File: src/rtl/mem_port_arbiter_if.sv
// mem_port_arbiter_if
// Bundles the fetch port, the load/store port, the unified memory bus and the
// two pipeline stall lines shared by the arbiter and its surroundings.
// slave  : the arbiter's view (takes requests, drives memory and stalls).
// master : the pipeline/memory view (drives requests and read data).
interface mem_port_arbiter_if #(
    parameter int ADDR_W = 32,
    parameter int DATA_W = 32
);
    logic              if_req;
    logic [ADDR_W-1:0] if_addr;
    logic [DATA_W-1:0] if_rdata;
    logic              if_ready;
    logic              dm_read;
    logic              dm_write;
    logic [ADDR_W-1:0] dm_addr;
    logic [DATA_W-1:0] dm_wdata;
    logic [DATA_W-1:0] dm_rdata;
    logic              dm_ready;
    logic              mem_en;
    logic              mem_we;
    logic [ADDR_W-1:0] mem_addr;
    logic [DATA_W-1:0] mem_wdata;
    logic [DATA_W-1:0] mem_rdata;
    logic              stall_if;
    logic              stall_pipe;

    modport slave (
        input  if_req, if_addr, dm_read, dm_write, dm_addr, dm_wdata, mem_rdata,
        output if_rdata, if_ready, dm_rdata, dm_ready,
        output mem_en, mem_we, mem_addr, mem_wdata, stall_if, stall_pipe
    );

    modport master (
        output if_req, if_addr, dm_read, dm_write, dm_addr, dm_wdata, mem_rdata,
        input  if_rdata, if_ready, dm_rdata, dm_ready,
        input  mem_en, mem_we, mem_addr, mem_wdata, stall_if, stall_pipe
    );
endinterface

File: src/rtl/mem_port_arbiter.sv
// mem_port_arbiter
// Shares one single-ported, fixed-latency memory between the IF fetch port and
// the MEM load/store port. Data accesses win over fetches (older instruction).
// Each access: accept in IDLE, hold the bus for MEM_LATENCY cycles, capture,
// then one RESP cycle carrying the ready pulse.
// Optional build macro MEM_ARB_FETCH_HIT_EN adds a one-entry fetch buffer that
// answers a repeated fetch of the same word without touching memory.
module mem_port_arbiter #(
    parameter int MEM_LATENCY = 2,
    parameter int ADDR_W      = 32,
    parameter int DATA_W      = 32
) (
    input  logic               clk,
    input  logic               reset,
    mem_port_arbiter_if.slave  bus
);
    typedef enum logic [2:0] {
        ST_IDLE   = 3'd0,
        ST_BUSY_D = 3'd1,
        ST_BUSY_I = 3'd2,
        ST_RESP_D = 3'd3,
        ST_RESP_I = 3'd4
    } state_t;

    localparam logic [3:0] LAST_COUNT = 4'(MEM_LATENCY - 1);

    state_t            state_r;
    logic [3:0]        count_r;
    logic              dm_req_s;
    logic              capture_s;
    logic              fetch_hit_s;
    logic [DATA_W-1:0] hit_data_s;

    assign dm_req_s  = bus.dm_read | bus.dm_write;
    assign capture_s = (count_r == LAST_COUNT);

    // Stalls follow the raw request until its ready pulse arrives.
    assign bus.stall_if   = bus.if_req & ~bus.if_ready;
    assign bus.stall_pipe = dm_req_s & ~bus.dm_ready;

`ifdef MEM_ARB_FETCH_HIT_EN
    logic              buf_valid_r;
    logic [ADDR_W-3:0] buf_tag_r;
    logic [DATA_W-1:0] buf_data_r;

    assign fetch_hit_s = buf_valid_r & (bus.if_addr[ADDR_W-1:2] == buf_tag_r);
    assign hit_data_s  = buf_data_r;

    // Fetch buffer: refilled on every fetch capture, dropped by a store to its word.
    always_ff @(posedge clk or negedge reset) begin
        if (!reset) begin
            buf_valid_r <= 1'b0;
            buf_tag_r   <= {(ADDR_W-2){1'b0}};
            buf_data_r  <= {DATA_W{1'b0}};
        end else if ((state_r == ST_IDLE) && bus.dm_write &&
                     (bus.dm_addr[ADDR_W-1:2] == buf_tag_r)) begin
            buf_valid_r <= 1'b0;
        end else if ((state_r == ST_BUSY_I) && capture_s) begin
            buf_valid_r <= 1'b1;
            buf_tag_r   <= bus.mem_addr[ADDR_W-1:2];
            buf_data_r  <= bus.mem_rdata;
        end else begin
            buf_valid_r <= buf_valid_r;
        end
    end
`else
    assign fetch_hit_s = 1'b0;
    assign hit_data_s  = {DATA_W{1'b0}};
`endif

    // Access sequencer: arbitration, bus hold, read-data capture and ready pulses.
    always_ff @(posedge clk or negedge reset) begin
        if (!reset) begin
            state_r       <= ST_IDLE;
            count_r       <= 4'd0;
            bus.mem_en    <= 1'b0;
            bus.mem_we    <= 1'b0;
            bus.mem_addr  <= {ADDR_W{1'b0}};
            bus.mem_wdata <= {DATA_W{1'b0}};
            bus.if_rdata  <= {DATA_W{1'b0}};
            bus.dm_rdata  <= {DATA_W{1'b0}};
            bus.if_ready  <= 1'b0;
            bus.dm_ready  <= 1'b0;
        end else begin
            case (state_r)
                ST_IDLE: begin
                    if (dm_req_s) begin
                        // read+write together is treated as a write
                        bus.mem_addr  <= bus.dm_addr;
                        bus.mem_wdata <= bus.dm_wdata;
                        bus.mem_we    <= bus.dm_write;
                        bus.mem_en    <= 1'b1;
                        count_r       <= 4'd0;
                        state_r       <= ST_BUSY_D;
                    end else if (bus.if_req && fetch_hit_s) begin
                        bus.if_rdata  <= hit_data_s;
                        bus.if_ready  <= 1'b1;
                        state_r       <= ST_RESP_I;
                    end else if (bus.if_req) begin
                        bus.mem_addr  <= bus.if_addr;
                        bus.mem_we    <= 1'b0;
                        bus.mem_en    <= 1'b1;
                        count_r       <= 4'd0;
                        state_r       <= ST_BUSY_I;
                    end else begin
                        state_r       <= ST_IDLE;
                    end
                end
                ST_BUSY_D: begin
                    if (capture_s) begin
                        if (!bus.mem_we) begin
                            bus.dm_rdata <= bus.mem_rdata;
                        end else begin
                            bus.dm_rdata <= bus.dm_rdata;
                        end
                        bus.mem_en   <= 1'b0;
                        bus.dm_ready <= 1'b1;
                        state_r      <= ST_RESP_D;
                    end else begin
                        count_r      <= count_r + 4'd1;
                    end
                end
                ST_BUSY_I: begin
                    if (capture_s) begin
                        bus.if_rdata <= bus.mem_rdata;
                        bus.mem_en   <= 1'b0;
                        bus.if_ready <= 1'b1;
                        state_r      <= ST_RESP_I;
                    end else begin
                        count_r      <= count_r + 4'd1;
                    end
                end
                ST_RESP_D: begin
                    bus.dm_ready <= 1'b0;
                    state_r      <= ST_IDLE;
                end
                ST_RESP_I: begin
                    bus.if_ready <= 1'b0;
                    state_r      <= ST_IDLE;
                end
                default: begin
                    bus.mem_en   <= 1'b0;
                    bus.if_ready <= 1'b0;
                    bus.dm_ready <= 1'b0;
                    state_r      <= ST_IDLE;
                end
            endcase
        end
    end
endmodule

File: src/flat_wrapper.sv
// flat-port wrapper written by rule: the top's interface ports become plain ports
module mem_port_arbiter_flat 
#(
    parameter int MEM_LATENCY = 2,
    parameter int ADDR_W      = 32,
    parameter int DATA_W      = 32
)
  (clk, reset, bus_if_req, bus_if_addr, bus_dm_read, bus_dm_write, bus_dm_addr, bus_dm_wdata, bus_mem_rdata, bus_if_rdata, bus_if_ready, bus_dm_rdata, bus_dm_ready, bus_mem_en, bus_mem_we, bus_mem_addr, bus_mem_wdata, bus_stall_if, bus_stall_pipe);
  mem_port_arbiter_if #(.ADDR_W(ADDR_W), .DATA_W(DATA_W)) bus_i ();
  input  logic clk;
  input  logic reset;
  input wire logic [$bits(bus_i.if_req)-1:0] bus_if_req;
  input wire logic [$bits(bus_i.if_addr)-1:0] bus_if_addr;
  input wire logic [$bits(bus_i.dm_read)-1:0] bus_dm_read;
  input wire logic [$bits(bus_i.dm_write)-1:0] bus_dm_write;
  input wire logic [$bits(bus_i.dm_addr)-1:0] bus_dm_addr;
  input wire logic [$bits(bus_i.dm_wdata)-1:0] bus_dm_wdata;
  input wire logic [$bits(bus_i.mem_rdata)-1:0] bus_mem_rdata;
  output wire logic [$bits(bus_i.if_rdata)-1:0] bus_if_rdata;
  output wire logic [$bits(bus_i.if_ready)-1:0] bus_if_ready;
  output wire logic [$bits(bus_i.dm_rdata)-1:0] bus_dm_rdata;
  output wire logic [$bits(bus_i.dm_ready)-1:0] bus_dm_ready;
  output wire logic [$bits(bus_i.mem_en)-1:0] bus_mem_en;
  output wire logic [$bits(bus_i.mem_we)-1:0] bus_mem_we;
  output wire logic [$bits(bus_i.mem_addr)-1:0] bus_mem_addr;
  output wire logic [$bits(bus_i.mem_wdata)-1:0] bus_mem_wdata;
  output wire logic [$bits(bus_i.stall_if)-1:0] bus_stall_if;
  output wire logic [$bits(bus_i.stall_pipe)-1:0] bus_stall_pipe;
  assign bus_i.if_req = bus_if_req;
  assign bus_i.if_addr = bus_if_addr;
  assign bus_i.dm_read = bus_dm_read;
  assign bus_i.dm_write = bus_dm_write;
  assign bus_i.dm_addr = bus_dm_addr;
  assign bus_i.dm_wdata = bus_dm_wdata;
  assign bus_i.mem_rdata = bus_mem_rdata;
  assign bus_if_rdata = bus_i.if_rdata;
  assign bus_if_ready = bus_i.if_ready;
  assign bus_dm_rdata = bus_i.dm_rdata;
  assign bus_dm_ready = bus_i.dm_ready;
  assign bus_mem_en = bus_i.mem_en;
  assign bus_mem_we = bus_i.mem_we;
  assign bus_mem_addr = bus_i.mem_addr;
  assign bus_mem_wdata = bus_i.mem_wdata;
  assign bus_stall_if = bus_i.stall_if;
  assign bus_stall_pipe = bus_i.stall_pipe;
  mem_port_arbiter #(.MEM_LATENCY(MEM_LATENCY), .ADDR_W(ADDR_W), .DATA_W(DATA_W)) u_core (.clk(clk), .reset(reset), .bus(bus_i));
endmodule
File: config.mk
export PLATFORM = sky130hd
export DESIGN_NAME = mem_port_arbiter_flat
export DESIGN_NICKNAME = d
export VERILOG_FILES = /design/src/rtl/mem_port_arbiter_if.sv /design/src/rtl/mem_port_arbiter.sv /design/src/flat_wrapper.sv
export SDC_FILE = /design/constraint.sdc
export NUM_CORES = 1
export LEC_CHECK = 0
export BUFFER_PORTS_ARGS = -buffer_cell sky130_fd_sc_hd__buf_2
export CAP_MARGIN = 0
export CORE_MARGIN = 2
export CORE_UTILIZATION = 51
export CTS_CLUSTER_DIAMETER = 120
export CTS_CLUSTER_SIZE = 16
export DETAILED_ROUTE_END_ITERATION = 12
export GPL_ROUTABILITY_DRIVEN = 0
export PLACE_DENSITY = 0.83
export SYNTH_ARGS = -nofsm -noshare
export SYNTH_HDL_FRONTEND = slang
export SYNTH_SLANG_ARGS = --single-unit
File: constraint.sdc
create_clock -name clk -period 5.5 [get_ports clk]
set_input_delay 0.55 -clock clk [delete_from_list [all_inputs] [get_ports clk]]
set_output_delay 0.55 -clock clk [all_outputs]
set_load 0.02 [all_outputs]
* After elaboration in Yosys (flattened, before gate mapping) *
Index checks and enable logic that the tools add are counted.

operators by class
  add/sub/neg operators = 1
  eq/ne operators = 10
  mux-type cells = 20
  bitwise logic cells = 9
  reductions and logical operators = 16

operators with widths
  kind                 number
  $mux 32              2
  $mux 4               3
  $reduce_and 2->1     6
  $mux 3               3
  $pmux 3 s3           1
  $reduce_and 3->1     3
  $pmux 4 s2           1
  $eq 3x2->1 const B   2
  $mux 1               6
  $ne 2x1->1 const B   3
  $not 1->1            6
  $reduce_or 3->1      2
  $add 4x1->4 const B  1
  $eq 4x1->1 const B   1
  $pmux 1 s2           2
  $reduce_bool 2->1    2
  $reduce_or 2->1      2
  $eq 3x1->1 const B   1
  $eq 3x3->1 const B   1
  $logic_not 3->1      1
  $ne 3x2->1 const B   1
  $pmux 1 s3           1
  $and 1x1->1          2
  $mux 2               1
  other kinds (2)      2

storage, ports and cells
  register bits after elaboration = 139
  output and inout port bits = 134
  logic and storage cells = 66

* Logic depth before layout (Yosys ltp) *
Gate-level depths: netlist (run 1).

  depth in word-level cells = 4
  depth in mapped cells = 7

* Least setup slack after synthesis (run 1) *
No wires, ideal clock.

  kind = reg-to-reg
  from = reg u_core.count_r[1]
  to = reg u_core.bus.if_rdata[10]
  arrival = 2.038 ns
  required time = 5.375 ns
  slack = 3.337 ns
  cell stages (with the launch flop) = 8
  buffers on the path = 2
  cell sequence = dfrtp_1 -> inv_1 -> ha_1 -> or3b_4 -> or4b_4 -> buf_6 -> buf_12 -> mux2_4

on the way
  cells in the longest elaborated chain, start to end = 2

ends and longest elaborated chain
  element                     line                       source
  start, declared             mem_port_arbiter.sv:28     logic [3:0] count_r;
  start signal, assigned      mem_port_arbiter.sv:120    count_r <= count_r + 4'd1;
  start signal, assigned      mem_port_arbiter.sv:130    count_r <= count_r + 4'd1;
  $eq 4x1->1                  mem_port_arbiter.sv:35     assign capture_s = (count_r == LAST_COUNT);
  $reduce_and 2->1 (no line)  --
  end signal, assigned        mem_port_arbiter.sv:80     bus.if_rdata <= {DATA_W{1'b0}};
  end signal, assigned        mem_port_arbiter.sv:96     bus.if_rdata <= hit_data_s;
  end signal, assigned        mem_port_arbiter.sv:125    bus.if_rdata <= bus.mem_rdata;
  end, declared               mem_port_arbiter_if.sv:30  output if_rdata, if_ready, dm_rdata, dm_ready,

Every way passes these cells.
A chain may end at the register's enable or synchronous reset.

* Worst setup path in the final report (run 1) *
  from = reg u_core.count_r[1]
  to = reg u_core.bus.if_rdata[20]

Same word-level chain as after synthesis.

==> impl_metrics.py, run 1 <==
metrics = {
    "pwr": {
        "powerDensity_nw_per_um2": 690,
        "power_leakage_nw": 4.10,
        "total_power_mw": 5.54,
        "ir_drop_mv": 0.437,
    },
    "timing": {
        "grt_setup_unrepaired": "no",
        "worst_pin_slew_ns": 1.02,
        "final_hold_violation_count": 0,
        "finalHoldWorstSlack_ns": 0.0817,
        "skew_ns": 0.0107,
        "finalCritPeriodShare": 0.440,
        "setup_viol": 0,
        "final-max-slew-violation-count": 0,
        "layout_min_cycle_time_ns": 2.42,
        "fmax_mhz": 413,
        "tns_ns": 0,
        "slew_headroom": 0.322,
    },
    "critical_path": {
        "cp_max_fo": 34,
        "start_kind": "flip-flop",
        "rr_startpoint": "u_core.count_r[1]",
        "worstReg2RegEnd": "u_core.bus.if_rdata[20]",
        "crit_path_capture_type": "flip-flop",
        "critPathRequiredTime_ns": 5.79,
        "r2r.worst_path.cells": 5,
        "rrSetupSlack_ns": 3.08,
        "worstSetupPathType": "reg2reg",
        "worstPathArrival_ns": 2.71,
    },
    "worst_hold_path": {
        "hold_class": "in2async",
    },
    "routing": {
        "vias": 4043,
        "routed_wl_um": 13800,
        "detail_route.wl_per_cell_um": 17.4,
        "ant_nets": 0,
        "detailed_routing_iteration_count_for_the_pre_antenna_repair_pass": 4,
        "via_cell_ratio": 5.11,
        "first_iter_violations": 211,
        "drc": 0,
    },
    "synthesis": {
        "yosys_warnings": 0,
        "postSynth.asyncResetShare": 1.00,
        "synth.lib_cells_used.distinct": 34,
        "synth_seq_area_share": 0.578,
        "synth_top_area_cell": "dfrtp_1",
        "synth_top_cells_by_count": "139 x dfrtp_1, 104 x mux2_2, 58 x mux2_4",
        "synth.ff_latch_count": 139,
        "synthesis.area_um2": 6020,
        "synth_cells": 368,
        "synth_top_area_frac": 0.578,
        "leading_cell_types_by_total_area_after_synthesis": "dfrtp_1 58%, mux2_2 19%, mux2_4 14%",
        "syn-mean-instance-area_um2": 16.4,
        "yosys_most_used_dff": "dfrtp_1",
        "post_synth_edffs": 0,
        "synth_most_common_cell": "dfrtp_1",
        "synth_fp_nets": 503,
    },
    "finish": {
        "count_of_non_filler_cells_in_the_finished_layout": 791,
        "finish.net_count": 770,
        "layout-drive-gt1-share": 0.722,
        "area.growth.synth_to_final_pct": 33.3,
        "fillCellCount": 807,
        "antenna_cells": 0,
        "postLayoutCoreUtil": 0.700,
    },
    "global_route": {
        "grt_start_max_net_pins": 83,
        "grt_pass1_vias": 4405,
        "grt-ovfl-total": 0,
        "wire_length_of_the_first_global_routing_pass_um": 22500,
        "antenna_found_initial": 0,
        "total_routing_usage_reported_by_global_routing": 0.228,
    },
    "floorplanning": {
        "initial_utilization": 0.525,
        "floorplan.rows": 39,
        "num_io_pins": 267,
        "floorplan.core_area_um2": 11500,
        "floorplan.die_area_um2": 12700,
        "die_width_um": 113,
        "vertical_extent_of_the_die_um": 113,
    },
    "clock_tree": {
        "holdBufCountCts": 0,
        "cts-buffers-inserted": 17,
        "cts.reportedPaths.clkPinSlew_ns": 0.06,
        "cts.sink_count": 139,
        "worst_skew_pair.late_latency_ns": 0.41,
        "cts_resized": 0,
        "cts_tree": "yes",
        "clockRootBuffer": "clkbuf_16",
        "cts_post_setup_buffers_inserted": 0,
        "htree_num_levels": 4,
        "clk_path_buf_depth": 2,
    },
    "run_status": {
        "outcome": "finished clean",
    },
    "job": {
        "maxCapViolations": 0,
    },
    "place": {
        "port-buffer-count": 266,
        "placed_cells": 759,
        "hpwlAfterDp_um": 9890,
    },
}
==> critical path, stage by stage, from the launching register on <==
cell,delay [ns]
dfrtp_1,0.40
inv_1,0.07
ha_1,0.19
or3b_4,0.41
or4b_4,0.79
mux2_4,0.41
==> report_power, final <==
part           internal, mW  switching [mW]
sequential             1.55           0.315
combinational          1.14            1.28
clock                 0.829           0.422
==> how the worst max path moves through the flow <==
stage,startpoint,endpoint,slack [ns],cells after the start
final,u_core.count_r[1],u_core.bus.if_rdata[20],3.08,5
after global routing,u_core.count_r[1],u_core.bus.if_rdata[3],3.00,5
after CTS,u_core.count_r[1],u_core.bus.if_rdata[20],3.09,5
after detailed placement,u_core.count_r[1],u_core.bus.if_rdata[20],3.09,5
after global placement,u_core.count_r[1],u_core.bus.if_rdata[7],3.18,5
after floorplan,u_core.count_r[1],u_core.bus.if_rdata[10],3.34,7
==> routing by layer <==
| metal | global-route usage | part of all wire | vias to the layer above |
|---|---|---|---|
| li1 | - | - | 1850 |
| met1 | 0.281 | 0.41 | 1984 |
| met2 | 0.370 | 0.49 | 180 |
| met3 | 0.0697 | 0.074 | 29 |
| met4 | 0.100 | 0.025 | 0 |
| met5 | 0 | 0 | - |
==> cell families after synthesis <==
logic type | synth area share
AO/OA/AOI/OAI | 0.0168
XOR/XNOR | 0.00436
adder cells (fa/ha/maj) | 0.00415
buffers and inverters | 0.0351
flip-flops | 0.578
multiplexers | 0.342
AND/OR/NAND/NOR | 0.0195
==> cells in the final DEF (no fill, tap or decap), types with 2 or more instances in the layout <==
cell,Yosys,final
nor2_2,1,2
clkinv_2,0,3
xnor2_1,3,3
buf_4,0,4
mux2_2,104,104
mux2_4,58,58
nand2_1,2,2
mux2i_1,2,2
bufinv_16,0,5
o21ai_0,5,5
dfrtp_1,139,139
clkbuf_1,7,2
buf_2,4,265
a21oi_1,2,2
nor3_1,3,3
inv_1,4,4
ha_1,2,2
nor2_1,4,3
clkbuf_16,0,17
clkbuf_8,0,2
==> state kept, by name, indices dropped and copies added (netlist names) <==
| register | count |
|---|---|
| u_core.bus.dm_ready | 1 |
| u_core.bus.mem_wdata | 32 |
| u_core.bus.mem_addr | 32 |
| u_core.bus.mem_en | 1 |
| u_core.bus.mem_we | 1 |
| u_core.state_r | 3 |
| u_core.bus.if_rdata | 32 |
| u_core.bus.if_ready | 1 |
| u_core.count_r | 4 |
| u_core.bus.dm_rdata | 32 |
==> area by class of cell <==
| cell class | count | area [um2] | area share |
|---|---|---|---|
| multi-input combinational | 203 | 2330 | 0.291 |
| inverter | 4 | 15.0 | 0.00187 |
| clock inverter | 11 | 190 | 0.0237 |
| tap | 143 | 179 | 0.0223 |
| clock buffer | 21 | 460 | 0.0574 |
| sequential | 139 | 3480 | 0.433 |
| timing repair buffer | 270 | 1370 | 0.170 |
==> through the flow <==
step,cell area [um2],setup slack [ns]
finish,8030,3.08
global placement,7370,3.18
global route,8030,3.00
CTS,8030,3.09
floorplan,6020,3.34
detailed placement,7370,3.09
No activity file was read; power rests on OpenSTA's default activity.
==> run 2, diff against run 1 <==
CORE_UTILIZATION = 43   (was 51)
PLACE_DENSITY = 0.75   (was 0.83)
clock period = 1.99 ns   (was 5.5 ns; I/O delays follow)
==> impl_metrics.py, run 2 (synthesis results as in run 1) <==
metrics = {
    "timing": {
        "grt_setup_unrepaired": "yes",
        "slew_headroom": 0.678,
        "skew_ns": 0.00966,
        "fin_ws_ns": -0.194,
        "layout_min_cycle_time_ns": 2.18,
        "tns_ns": -10.47,
        "final-max-slew-violation-count": 0,
        "worst_pin_slew_ns": 0.482,
        "finalCritPeriodShare": 1.10,
        "final_hold_violation_count": 0,
        "setup_viol": 64,
        "fmax_mhz": 458,
        "finalHoldWorstSlack_ns": 0.0229,
    },
    "global_route": {
        "total_routing_usage_reported_by_global_routing": 0.191,
        "grt_start_max_net_pins": 82,
        "grt_pass1_vias": 4382,
        "grt-ovfl-total": 0,
        "wire_length_of_the_first_global_routing_pass_um": 22100,
        "antenna_found_initial": 0,
    },
    "routing": {
        "drc": 0,
        "via_cell_ratio": 4.86,
        "vias": 4138,
        "detail_route.wl_per_cell_um": 16.8,
        "detailed_routing_iteration_count_for_the_pre_antenna_repair_pass": 4,
        "routed_wl_um": 14300,
        "first_iter_violations": 177,
        "ant_nets": 0,
    },
    "floorplanning": {
        "die_width_um": 122,
        "vertical_extent_of_the_die_um": 122,
        "num_io_pins": 267,
        "floorplan.rows": 43,
        "floorplan.core_area_um2": 13800,
        "floorplan.die_area_um2": 15000,
        "initial_utilization": 0.437,
    },
    "finish": {
        "fillCellCount": 1086,
        "layout.cell_area.non_filler_um2": 8360,
        "antenna_cells": 0,
        "layout_commonest_cell": "buf_2",
        "area.growth.synth_to_final_pct": 38.8,
        "layout-drive-gt1-share": 0.729,
        "finish.net_count": 794,
        "count_of_non_filler_cells_in_the_finished_layout": 852,
        "commonest_non_fill_non_tap_cells_in_the_layout": "265 x buf_2, 139 x dfrtp_1, 104 x mux2_2",
    },
    "critical_path": {
        "startpoint": "u_core.count_r[1]",
        "rr_startpoint": "u_core.count_r[1]",
        "critical-path-max-stage-delay_ns": 0.54,
        "worstReg2RegEnd": "u_core.bus.if_rdata[4]",
        "cp_max_fo": 21,
        "critPathRequiredTime_ns": 2.27,
        "worstPathArrival_ns": 2.47,
        "worstSetupEndpoint": "u_core.bus.if_rdata[4]",
        "start_kind": "flip-flop",
        "rrSetupSlack_ns": -0.19,
        "worstPathCellList": "inv_1 > ha_2 > or3b_4 > or4b_4 > buf_12 > mux2_4",
        "critical-path-slowest-cell": "or4b_4",
        "r2r.worst_path.cells": 6,
        "crit_path_capture_type": "flip-flop",
        "worstSetupPathType": "reg2reg",
    },
    "worst_hold_path": {
        "hold_class": "in2reg",
    },
    "place": {
        "postPlaceCellArea_um2": 7610,
        "hpwlAfterDp_um": 10200,
        "placed_cells": 810,
        "port-buffer-count": 266,
    },
    "clock_tree": {
        "cts.sink_count": 139,
        "cts-buffers-inserted": 17,
        "clockRootBuffer": "clkbuf_16",
        "worst_skew_pair.late_latency_ns": 0.41,
        "clk_path_buf_depth": 2,
        "cts_tree": "yes",
        "cts.reportedPaths.clkPinSlew_ns": 0.06,
        "htree_num_levels": 4,
    },
    "pwr": {
        "powerDensity_nw_per_um2": 1840,
        "power_leakage_nw": 4.23,
        "total_power_mw": 15.4,
        "ir_drop_mv": 0.731,
    },
    "run_status": {
        "failing_checks": "setup timing",
        "outcome": "complete, but fails checks",
    },
    "job": {
        "maxCapViolations": 0,
    },
}
-- run 2: critical path: cells and delay by family, from the launching register on --
| kind | cells | cell delay (ns) |
|---|---|---|
| adders and majority gates | 1 | 0.17 |
| buffers and inverters | 2 | 0.27 |
| DFF | 1 | 0.38 |
| muxes | 1 | 0.31 |
| and+or+nand+nor | 2 | 0.93 |
-- run 2: repair_timing --
action | 4_1_cts | 5_1_grt
resized for setup | 4 | 2
endpoints found under the hold margin | 58 | 0
setup endpoints to repair | 64 | 64
gates cloned | 2 | 1
hold buffers | 4 | 0
pin swaps | 1 | 0
buffers inserted | 2 | 1
-- run 2: worst min-delay path by stage --
stage / from / end / slack (ns) / cells after the start
after global routing: bus_dm_wdata[27] / u_core.bus.mem_wdata[27] / 0.007 / 2
final: bus_dm_wdata[3] / u_core.bus.mem_wdata[3] / 0.02 / 2
after detailed placement: reset / u_core.bus.dm_rdata[20] / 0.06 / 1
after global placement: reset / u_core.bus.dm_rdata[18] / 0.05 / 1
after floorplan: reset / u_core.bus.dm_rdata[0] / -0.1 / 0
after CTS: bus_dm_wdata[28] / u_core.bus.mem_wdata[28] / 0.002 / 2
-- run 2: stage by stage --
| step | utilization | worst slack (ns) |
|---|---|---|
| 2_1_floorplan | - | -0.173 |
| 3_3_place_gp | 0.552 | -0.134 |
| 3_5_place_dp | 0.552 | -0.186 |
| 4_1_cts | 0.604 | -0.148 |
| 5_1_grt | 0.607 | -0.230 |
| 6_report | 0.607 | -0.194 |
-- run 2: per-layer routing --
layer  GRT usage  vias to the layer above  share of wire
li1            -                     1907              -
met5           0                        -              0
met2       0.315                      178           0.49
met4      0.0862                        0          0.023
met1       0.238                     2025           0.42
met3      0.0479                       28          0.065
-- run 2: where the power goes --
group	switching, mW	internal (mW)	total, mW
combinational	3.65	3.44	7.09
clock	1.22	1.92	3.14
sequential	0.835	4.29	5.13
total	5.71	9.66	15.4
-- run 2: layout make-up --
| class | count | area (um2) | share of cell area |
|---|---|---|---|
| Timing Repair Buffer | 294 | 1710 | 0.204 |
| Multi-Input combinational cell | 203 | 2340 | 0.280 |
| Tap cell | 180 | 225 | 0.0269 |
| Sequential cell | 139 | 3480 | 0.416 |
| Clock buffer | 20 | 457 | 0.0546 |
| Clock inverter | 12 | 138 | 0.0165 |
| Inverter | 4 | 15.0 | 0.00180 |
==> run 3, diff against run 2 <==
GPL_TIMING_DRIVEN = 0   (was unset)
==> impl_metrics.py, run 3 (synthesis results as in run 1) <==
metrics = {
    "global_route": {
        "grt_pass1_vias": 4262,
        "total_routing_usage_reported_by_global_routing": 0.187,
        "grt-ovfl-total": 0,
        "antenna_found_initial": 0,
        "grt_start_max_net_pins": 106,
        "wire_length_of_the_first_global_routing_pass_um": 21500,
    },
    "place": {
        "placed_cells": 815,
        "port-buffer-count": 266,
        "postPlaceCellArea_um2": 7620,
        "hpwlAfterDp_um": 10100,
        "dpl_ws_ns": -0.292,
    },
    "finish": {
        "finish.net_count": 805,
        "layout_commonest_cell": "buf_2",
        "layout.cell_area.non_filler_um2": 8440,
        "commonest_non_fill_non_tap_cells_in_the_layout": "268 x buf_2, 139 x dfrtp_1, 104 x mux2_2",
        "count_of_non_filler_cells_in_the_finished_layout": 862,
        "layout-drive-gt1-share": 0.723,
        "area.growth.synth_to_final_pct": 40.2,
        "antenna_cells": 0,
    },
    "critical_path": {
        "worstPathCellList": "inv_1 > ha_2 > or3b_4 > or4b_4 > buf_12 > mux2_4",
        "crit_path_capture_type": "flip-flop",
        "critPathRequiredTime_ns": 2.28,
        "start_kind": "flip-flop",
        "critical-path-slowest-cell": "or4b_4",
        "critical-path-max-stage-delay_ns": 0.58,
        "worstPathArrival_ns": 2.49,
        "cp_max_fo": 9,
        "worstSetupPathType": "reg2reg",
    },
    "timing": {
        "slew_headroom": 0.449,
        "final-max-slew-violation-count": 0,
        "worst_pin_slew_ns": 0.821,
        "finalCritPeriodShare": 1.11,
        "final_hold_violation_count": 0,
        "setup_viol": 65,
        "grt_setup_unrepaired": "yes",
        "layout_min_cycle_time_ns": 2.20,
        "finalHoldWorstSlack_ns": 0.0224,
        "skew_ns": 0.00646,
        "fmax_mhz": 454,
        "fin_ws_ns": -0.211,
    },
    "floorplanning": {
        "initial_utilization": 0.437,
        "floorplan.rows": 43,
        "floorplan.die_area_um2": 15000,
        "die_width_um": 122,
        "vertical_extent_of_the_die_um": 122,
        "num_io_pins": 267,
        "floorplan.core_area_um2": 13800,
    },
    "clock_tree": {
        "cts.sink_count": 139,
        "clk_path_buf_depth": 2,
        "cts.reportedPaths.clkPinSlew_ns": 0.06,
        "clockRootBuffer": "clkbuf_16",
        "htree_num_levels": 4,
        "worst_skew_pair.late_latency_ns": 0.41,
        "cts_tree": "yes",
        "cts-buffers-inserted": 17,
    },
    "routing": {
        "via_cell_ratio": 4.85,
        "detailed_routing_iteration_count_for_the_pre_antenna_repair_pass": 4,
        "drc": 0,
        "routed_wl_um": 14200,
        "first_iter_violations": 222,
        "detail_route.wl_per_cell_um": 16.5,
        "ant_nets": 0,
        "vias": 4185,
    },
    "run_status": {
        "outcome": "complete, but fails checks",
        "failing_checks": "setup timing",
    },
    "job": {
        "maxCapViolations": 0,
    },
    "pwr": {
        "ir_drop_mv": 0.804,
        "power_leakage_nw": 4.28,
        "powerDensity_nw_per_um2": 1840,
    },
    "worst_hold_path": {
        "hold_class": "in2reg",
    },
}
[run 3: changes by cell type in the layout (fill, tap and decap cells not counted), sizes merged]
| cell | delta |
|---|---|
| inv | -1 |
| buf | +3 |
| dlygate4sd3 | +3 |
| bufinv | +2 |
| clkbuf | +5 |
| clkinv | +1 |
| clkinvlp | -3 |
[run 3: final timing paths]
path / endpoint / startpoint / depth (start not counted) / slack [ns]
min in group asynchronous: u_core.bus.if_rdata[17] / reset / 2 / 0.24
hold / removal: u_core.bus.mem_wdata[11] / bus_dm_wdata[11] / 2 / 0.02
max in group asynchronous: u_core.count_r[1] / reset / 3 / 0.91
setup reg to reg: u_core.bus.if_rdata[26] / u_core.count_r[1] / 6 / -0.21
hold reg to reg: u_core.bus.mem_wdata[2] / u_core.bus.mem_wdata[2] / 1 / 0.50
setup / recovery: u_core.bus.if_rdata[26] / u_core.count_r[1] / 6 / -0.21
[run 3: where the power goes]
group / switching, mW / internal, mW
Clock: 1.14 / 2.16
Combinational: 3.71 / 3.48
Sequential: 0.787 / 4.29
[run 3: routing by layer]
metal	up-vias	global-route usage	part of all wire
met1	2065	0.234	0.42
met5	-	0	0
li1	1919	-	-
met3	18	0.0534	0.074
met4	0	0.0682	0.013
met2	183	0.307	0.49
[run 3: per-stage QoR]
step	power (mW)	setup TNS, ns	utilization
2_1_floorplan	9.83	-9.69	-
3_3_place_gp	11.9	-167.21	0.551
3_5_place_dp	12.1	-25.72	0.554
4_1_cts	15.7	-13.22	0.610
5_1_grt	16.4	-14.51	0.613
6_report	15.6	-10.96	0.613
[run 3: what timing repair did]
| item | in CTS | in global routing |
|---|---|---|
| hold buffers | 6 | 1 |
| setup endpoints to repair | 124 | 95 |
| pin swaps | 1 | 2 |
| gates resized for setup | 10 | 2 |
| endpoints found under the hold margin | 39 | 1 |
| buffers inserted | 10 | 2 |
| cloned | 0 | 1 |
[run 3: layout make-up]
cell class | instances | area (um2)
plain buffers | 18 | 199
clock buffers | 20 | 457
clock inverters | 11 | 168
fillers | 1071 | 5330
inverters | 4 | 15.0
multi-input cells | 203 | 2350
flip-flops and latches | 139 | 3480
well taps | 180 | 225
repair buffers | 287 | 1550
[run 3: critical path, delay by kind of cell (launching register included)]
| family | cells | cell delay (ns) |
|---|---|---|
| muxes | 1 | 0.30 |
| buffers and inverters | 2 | 0.26 |
| DFF | 1 | 0.37 |
| adders and majority gates | 1 | 0.17 |
| and+or+nand+nor | 2 | 0.97 |
